[config.mk]
export PLATFORM = sky130hd
export DESIGN_NAME = axi_lite_master_flat
export DESIGN_NICKNAME = d
export VERILOG_FILES = /design/src/rtl/axi_lite_pkg.sv /design/src/rtl/axi_lite_if.sv /design/src/rtl/axi_lite_master.sv /design/src/flat_wrapper.sv
export SDC_FILE = /design/constraint.sdc
export NUM_CORES = 1
export LEC_CHECK = 0
export CAP_MARGIN = 30
export CORE_UTILIZATION = 35
export DETAILED_ROUTE_END_ITERATION = 10
export DONT_BUFFER_PORTS = 1
export PLACE_DENSITY = 0.52
export SETUP_SLACK_MARGIN = 0.1
export SYNTH_ARGS = -nofsm -noshare
export SYNTH_HDL_FRONTEND = slang
export SYNTH_SLANG_ARGS = --single-unit
[constraint.sdc]
create_clock -name aclk -period 1.5 [get_ports aclk]
set_clock_uncertainty 0.2 [all_clocks]
set_input_delay 0.375 -clock aclk [delete_from_list [all_inputs] [get_ports aclk]]
set_output_delay 0.375 -clock aclk [all_outputs]
set_load 0.05 [all_outputs]
[src/rtl/axi_lite_pkg.sv]
// Shared AXI4-Lite types and response codes used by the master, the slave
// and the bus interface.
`timescale 1ns/1ps
package axi_lite_pkg;

  typedef logic [31:0] addr_t;
  typedef logic [31:0] data_t;
  typedef logic [1:0]  resp_t;
  typedef logic [3:0]  strb_t;

  localparam resp_t RESP_OKAY   = 2'b00;
  localparam resp_t RESP_EXOKAY = 2'b01;
  localparam resp_t RESP_SLVERR = 2'b10;
  localparam resp_t RESP_DECERR = 2'b11;

  // The master only issues full-word writes.
  localparam strb_t STRB_ALL = 4'hF;

endpackage

[src/rtl/axi_lite_if.sv]
// AXI4-Lite bus bundle: five channels with master and slave views.
`timescale 1ns/1ps
interface axi_lite_if;
  import axi_lite_pkg::*;

  addr_t awaddr;
  logic  awvalid;
  logic  awready;
  data_t wdata;
  strb_t wstrb;
  logic  wvalid;
  logic  wready;
  resp_t bresp;
  logic  bvalid;
  logic  bready;
  addr_t araddr;
  logic  arvalid;
  logic  arready;
  data_t rdata;
  resp_t rresp;
  logic  rvalid;
  logic  rready;

  modport master (
    output awaddr, awvalid, wdata, wstrb, wvalid, bready, araddr, arvalid, rready,
    input  awready, wready, bresp, bvalid, arready, rdata, rresp, rvalid
  );

  modport slave (
    input  awaddr, awvalid, wdata, wstrb, wvalid, bready, araddr, arvalid, rready,
    output awready, wready, bresp, bvalid, arready, rdata, rresp, rvalid
  );

endinterface

[src/rtl/axi_lite_master.sv]
// Single-outstanding AXI4-Lite master: one user command in, one AXI
// read or write transaction out, slave response returned unmodified.
`timescale 1ns/1ps
module axi_lite_master
  import axi_lite_pkg::*;
(
  input  logic       aclk,
  input  logic       areset,
  axi_lite_if.master m_axi_lite,
  input  logic       cmd_valid,
  output logic       cmd_ready,
  input  logic       cmd_write,
  input  addr_t      cmd_addr,
  input  data_t      cmd_wdata,
  output logic       rsp_valid,
  input  logic       rsp_ready,
  output data_t      rsp_rdata,
  output resp_t      rsp_resp,
  output logic       rsp_write
);

  localparam logic [2:0] ST_IDLE  = 3'd0;
  localparam logic [2:0] ST_RADDR = 3'd1;
  localparam logic [2:0] ST_RDATA = 3'd2;
  localparam logic [2:0] ST_WRITE = 3'd3;
  localparam logic [2:0] ST_WRESP = 3'd4;
  localparam logic [2:0] ST_RESP  = 3'd5;

  logic [2:0] state_q;
  logic [2:0] state_d;

  addr_t addr_q;
  data_t wdata_q;
  logic  write_q;
  logic  aw_done_q;
  logic  w_done_q;
  data_t rdata_q;
  resp_t resp_q;

  logic cmd_fire;
  logic ar_fire;
  logic r_fire;
  logic aw_fire;
  logic w_fire;
  logic b_fire;
  logic write_done;

  // Handshakes are qualified by registered state, so no AXI input reaches
  // an AXI output combinationally.
  assign cmd_fire   = (state_q == ST_IDLE)  && cmd_valid;
  assign ar_fire    = (state_q == ST_RADDR) && m_axi_lite.arready;
  assign r_fire     = (state_q == ST_RDATA) && m_axi_lite.rvalid;
  assign aw_fire    = (state_q == ST_WRITE) && !aw_done_q && m_axi_lite.awready;
  assign w_fire     = (state_q == ST_WRITE) && !w_done_q  && m_axi_lite.wready;
  assign b_fire     = (state_q == ST_WRESP) && m_axi_lite.bvalid;
  assign write_done = (state_q == ST_WRITE) &&
                      (aw_done_q || aw_fire) && (w_done_q || w_fire);

  always_comb begin
    // NOTE: default assignment first so every path drives state_d and no latch is inferred.
    state_d = state_q;
    case (state_q)
      ST_IDLE:  if (cmd_valid)  state_d = cmd_write ? ST_WRITE : ST_RADDR;
      ST_RADDR: if (ar_fire)    state_d = ST_RDATA;
      ST_RDATA: if (r_fire)     state_d = ST_RESP;
      ST_WRITE: if (write_done) state_d = ST_WRESP;
      ST_WRESP: if (b_fire)     state_d = ST_RESP;
      ST_RESP:  if (rsp_ready)  state_d = ST_IDLE;
      default:                  state_d = ST_IDLE;
    endcase
  end

  always_ff @(posedge aclk) begin
    if (areset) begin
      // NOTE: non-blocking assignments for all registered state so every flop sees pre-edge values.
      state_q   <= ST_IDLE;
      addr_q    <= '0;
      wdata_q   <= '0;
      write_q   <= 1'b0;
      aw_done_q <= 1'b0;
      w_done_q  <= 1'b0;
      rdata_q   <= '0;
      resp_q    <= RESP_OKAY;
    end else begin
      state_q <= state_d;

      if (cmd_fire) begin
        addr_q  <= cmd_addr;
        wdata_q <= cmd_wdata;
        write_q <= cmd_write;
      end

      if (aw_fire) aw_done_q <= 1'b1;
      if (w_fire)  w_done_q  <= 1'b1;
      // Both flags clear as the write phase ends, ready for the next command.
      if (write_done) begin
        aw_done_q <= 1'b0;
        w_done_q  <= 1'b0;
      end

      if (r_fire) begin
        rdata_q <= m_axi_lite.rdata;
        resp_q  <= m_axi_lite.rresp;
      end
      if (b_fire) begin
        rdata_q <= '0;
        resp_q  <= m_axi_lite.bresp;
      end
    end
  end

  assign m_axi_lite.araddr  = addr_q;
  assign m_axi_lite.arvalid = (state_q == ST_RADDR);
  assign m_axi_lite.rready  = (state_q == ST_RDATA);
  assign m_axi_lite.awaddr  = addr_q;
  assign m_axi_lite.awvalid = (state_q == ST_WRITE) && !aw_done_q;
  assign m_axi_lite.wdata   = wdata_q;
  assign m_axi_lite.wstrb   = STRB_ALL;
  assign m_axi_lite.wvalid  = (state_q == ST_WRITE) && !w_done_q;
  assign m_axi_lite.bready  = (state_q == ST_WRESP);

  // cmd_ready is gated by reset so nothing is accepted in the reset cycle.
  assign cmd_ready = (state_q == ST_IDLE) && !areset;
  assign rsp_valid = (state_q == ST_RESP);
  assign rsp_rdata = rdata_q;
  assign rsp_resp  = resp_q;
  assign rsp_write = write_q;

endmodule

[src/flat_wrapper.sv]
// flat-port wrapper written by rule: the top's interface ports become plain ports
module axi_lite_master_flat import axi_lite_pkg::*;
  (aclk, areset, cmd_valid, cmd_ready, cmd_write, cmd_addr, cmd_wdata, rsp_valid, rsp_ready, rsp_rdata, rsp_resp, rsp_write, m_axi_lite_awaddr, m_axi_lite_awvalid, m_axi_lite_wdata, m_axi_lite_wstrb, m_axi_lite_wvalid, m_axi_lite_bready, m_axi_lite_araddr, m_axi_lite_arvalid, m_axi_lite_rready, m_axi_lite_awready, m_axi_lite_wready, m_axi_lite_bresp, m_axi_lite_bvalid, m_axi_lite_arready, m_axi_lite_rdata, m_axi_lite_rresp, m_axi_lite_rvalid);
  axi_lite_if m_axi_lite_i ();
  input  logic aclk;
  input  logic areset;
  input  logic cmd_valid;
  output logic cmd_ready;
  input  logic cmd_write;
  input  addr_t cmd_addr;
  input  data_t cmd_wdata;
  output logic rsp_valid;
  input  logic rsp_ready;
  output data_t rsp_rdata;
  output resp_t rsp_resp;
  output logic rsp_write;
  output wire logic [$bits(m_axi_lite_i.awaddr)-1:0] m_axi_lite_awaddr;
  output wire logic [$bits(m_axi_lite_i.awvalid)-1:0] m_axi_lite_awvalid;
  output wire logic [$bits(m_axi_lite_i.wdata)-1:0] m_axi_lite_wdata;
  output wire logic [$bits(m_axi_lite_i.wstrb)-1:0] m_axi_lite_wstrb;
  output wire logic [$bits(m_axi_lite_i.wvalid)-1:0] m_axi_lite_wvalid;
  output wire logic [$bits(m_axi_lite_i.bready)-1:0] m_axi_lite_bready;
  output wire logic [$bits(m_axi_lite_i.araddr)-1:0] m_axi_lite_araddr;
  output wire logic [$bits(m_axi_lite_i.arvalid)-1:0] m_axi_lite_arvalid;
  output wire logic [$bits(m_axi_lite_i.rready)-1:0] m_axi_lite_rready;
  input wire logic [$bits(m_axi_lite_i.awready)-1:0] m_axi_lite_awready;
  input wire logic [$bits(m_axi_lite_i.wready)-1:0] m_axi_lite_wready;
  input wire logic [$bits(m_axi_lite_i.bresp)-1:0] m_axi_lite_bresp;
  input wire logic [$bits(m_axi_lite_i.bvalid)-1:0] m_axi_lite_bvalid;
  input wire logic [$bits(m_axi_lite_i.arready)-1:0] m_axi_lite_arready;
  input wire logic [$bits(m_axi_lite_i.rdata)-1:0] m_axi_lite_rdata;
  input wire logic [$bits(m_axi_lite_i.rresp)-1:0] m_axi_lite_rresp;
  input wire logic [$bits(m_axi_lite_i.rvalid)-1:0] m_axi_lite_rvalid;
  assign m_axi_lite_awaddr = m_axi_lite_i.awaddr;
  assign m_axi_lite_awvalid = m_axi_lite_i.awvalid;
  assign m_axi_lite_wdata = m_axi_lite_i.wdata;
  assign m_axi_lite_wstrb = m_axi_lite_i.wstrb;
  assign m_axi_lite_wvalid = m_axi_lite_i.wvalid;
  assign m_axi_lite_bready = m_axi_lite_i.bready;
  assign m_axi_lite_araddr = m_axi_lite_i.araddr;
  assign m_axi_lite_arvalid = m_axi_lite_i.arvalid;
  assign m_axi_lite_rready = m_axi_lite_i.rready;
  assign m_axi_lite_i.awready = m_axi_lite_awready;
  assign m_axi_lite_i.wready = m_axi_lite_wready;
  assign m_axi_lite_i.bresp = m_axi_lite_bresp;
  assign m_axi_lite_i.bvalid = m_axi_lite_bvalid;
  assign m_axi_lite_i.arready = m_axi_lite_arready;
  assign m_axi_lite_i.rdata = m_axi_lite_rdata;
  assign m_axi_lite_i.rresp = m_axi_lite_rresp;
  assign m_axi_lite_i.rvalid = m_axi_lite_rvalid;
  axi_lite_master u_core (.aclk(aclk), .areset(areset), .m_axi_lite(m_axi_lite_i), .cmd_valid(cmd_valid), .cmd_ready(cmd_ready), .cmd_write(cmd_write), .cmd_addr(cmd_addr), .cmd_wdata(cmd_wdata), .rsp_valid(rsp_valid), .rsp_ready(rsp_ready), .rsp_rdata(rsp_rdata), .rsp_resp(rsp_resp), .rsp_write(rsp_write));
endmodule
==> impl_metrics.tcl <==
set metrics [dict create \
    port_buffers 0 \
    crit_path_start_kind "flop" \
    hold_violations 68 \
    antenna_left 0 \
    core_region_area_um2 11400 \
    diodes 0 \
    critical_path.max_stage_delay_ps 360 \
    path_delay_family "flip-flops" \
    place.gp.congestion 0.769 \
    rsz0062_at_grt "yes" \
    holdWs_ps -110 \
    cp-end-kind "output pin" \
    synth_top_area_share_pct 50.8 \
    syn2layout_area_growth_pct 83.4 \
    synth_seq_area_share_pct 50.8 \
    clockRootBuffer "clkbuf_16" \
    crit_type "flop to output pin" \
    final_cell_mix "nand2_1 (150), dfxtp_2 (98), buf_8 (69)" \
    hold_depth 1 \
    crit_fanout 6 \
    rows 39 \
    numCtsBuffers 9 \
    htreeDepth 3 \
    outcome "finished, violations left" \
    cts_tree "built" \
    cp.depth 3 \
    gr-max-usage-layer "met2" \
    min_to "u_core.rsp_resp[1]" \
    drive_gt1_share_pct 58.9 \
    r2r-start "u_core.state_q[1]" \
    ys_ff_latch 104 \
    postPlaceCellArea_um2 5370 \
    cts.sinks 104 \
    grt.met2_usage_pct 38.7 \
    layout.nets 765 \
    die_height_um 110 \
    hp-class "input pin to flop" \
    initial_utilization_pct 35.9 \
    path_buf_inv 2 \
    vias 3962 \
    vdd_drop_max_mv 1.36 \
    syn_area_per_cell_um2 7.87 \
    holdBufCountCts 32 \
    fin_ws_ps -379 \
    cp.required_ps 920 \
    arrival_ps 1300 \
    pin_count 252 \
    fill_cells 848 \
    dr.pass1.iters 4 \
    viasPerCell 4.93 \
    reg2reg_depth 9 \
    clkTransAtPathRegs_ps 70 \
    setup_viol 109 \
    cts_buffer_depth 2 \
    drt_iter0_markers 239 \
    wl_per_cell_um 17.2 \
    powerDensity_nw_per_um2 1730 \
    netlist_instances 521 \
    antenna_found_initial 0 \
    crit_chain "buf_12 -> nor3b_4 -> buf_6" \
    grt_use_met1_pct 21.6 \
    grt_overflow 0 \
    die_area_um2 12100 \
    global_route.usage.met3_pct 6.64 \
    grt_max_degree 75 \
    die_w_um 110 \
    finalCritPeriodShare_pct 125 \
    drcViolationCount 0 \
    hpwlAfterDp_um 7490 \
    min-delay-start "areset" \
    fin_area_um2 7510 \
    drv_slew 0 \
    synthDistinctLibCells 31 \
    routed_wl_um 13800 \
    p_leak_nw 2.89 \
    synth_top_area_cell "dfxtp_1" \
    slowest_stage "dfxtp_4" \
    max-cap-violations 0 \
    period_minus_slack_ps 1880 \
    synthTopCellsByArea "dfxtp_1 (51%), nand2_1 (18%), a21oi_1 (12%), buf_4 (7.9%), buf_2 (1.2%)" \
    clk_latency_ps 340 \
    synth-warning-count 0 \
    total_power_mw 13.0 \
    grt_pass1_wl_um 19000 \
    violations "hold timing, setup timing" \
    r2r_end "u_core.m_axi_lite.wdata[20]" \
    grt_pass1_vias 3807 \
    fmax_mhz 532 \
    synth.cell_area_um2 4100 \
    track_usage_pct 21.0 \
    mostFrequentLayoutCell "nand2_1" \
    rrSetupSlack_ps -370 \
]
-- layout make-up --
| cell class | count | area [um2] | area share (%) |
|---|---|---|---|
| Timing Repair Buffer | 192 | 2860 | 38.1 |
| Tap cell | 143 | 179 | 2.38 |
| Sequential cell | 104 | 2220 | 29.5 |
| Inverter | 3 | 11.3 | 0.150 |
| Multi-Input combinational cell | 345 | 1950 | 25.9 |
| Clock inverter | 1 | 7.51 | 0.0999 |
| Clock buffer | 15 | 289 | 3.85 |
-- Yosys cell counts --
cell type / count
a32oi_2: 1
nor2_1: 9
buf_4: 43
nor2b_1: 1
nor3_1: 7
o22ai_1: 2
and2_1: 3
a211oi_1: 2
buf_2: 10
a31o_2: 1
a21oi_1: 101
and3b_1: 1
and2b_1: 1
inv_1: 3
buf_6: 4
nor3b_2: 2
nand3_1: 1
mux2i_1: 1
a2111oi_0: 1
clkbuf_1: 12
a22oi_1: 1
o311a_1: 1
a32o_1: 1
nand2_1: 199
o31ai_1: 1
o2bb2ai_1: 1
dfxtp_1: 104
buf_1: 3
nor4_1: 1
and3_1: 2
conb_1: 1
-- per-stage QoR --
stage	TNS, ps	hold WS [ps]	setup slack (ps)	instances	util, %
after floorplan	-12310	303	-399	524	-
after global placement	-5570	238	-88.2	719	47.0
after detailed placement	-8920	241	-131	719	47.0
after CTS	-25730	-123	-387	795	61.9
after global routing	-34420	-125	-423	803	65.8
final	-28470	-110	-379	803	65.8
-- timing repair --
| action | CTS | global route |
|---|---|---|
| buffers inserted | 18 | 7 |
| pin swaps | 12 | 20 |
| endpoints found under the hold margin | 102 | 70 |
| gates resized for setup | 221 | 116 |
| gates cloned | 10 | 3 |
| endpoints found under the setup margin | 240 | 242 |
-- worst max path at each step --
stage	slack, ps	end	start
after floorplan	-400	cmd_ready	areset
after global routing	-420	m_axi_lite_bready	u_core.state_q[1]
after CTS	-390	m_axi_lite_bready	u_core.state_q[1]
final	-380	m_axi_lite_bready	u_core.state_q[1]
after global placement	-90	u_core.m_axi_lite.araddr[8]	u_core.state_q[0]
after detailed placement	-130	u_core.m_axi_lite.araddr[8]	u_core.state_q[0]
-- metal layers --
layer | wire (um) | vias up
li1 | - | 1923
met1 | 5330 | 1851
met2 | 7190 | 169
met3 | 998 | 19
met4 | 256 | 0
met5 | 0 | -
-- worst register-to-register path: cells and delay by family, from the launching register on --
kind                   cells  cell delay (ps)
AND/OR/NAND/NOR            3              450
AO/OA/AOI/OAI              1              150
flip-flops                 1              360
buffers and inverters      5              640
-- cell families (layout without fill, tap and decap cells) --
logic type	count (synthesis)	after routing	synth area share (%)
muxes	1	1	0.244
and+or+nand+nor	227	227	22.1
buffers and inverters	75	211	11.8
other	1	4	0.0915
DFF	104	104	50.8
AOI/OAI and AO/OA	113	113	14.9
-- registers in the layout, summed over array words and instances (netlist names) --
signal / count
u_core.aw_done_q: 1
u_core.rsp_write: 1
u_core.m_axi_lite.araddr: 32
u_core.rsp_resp: 2
u_core.state_q: 3
u_core.m_axi_lite.wdata: 32
u_core.w_done_q: 1
u_core.rsp_rdata: 32
-- report_power, final --
part           total (mW)  internal [mW]  switching (mW)
registers            3.67           3.29           0.377
logic                7.03           3.04            3.99
clock network        2.31           1.32           0.986
No activity file was read; power rests on OpenSTA's default activity.
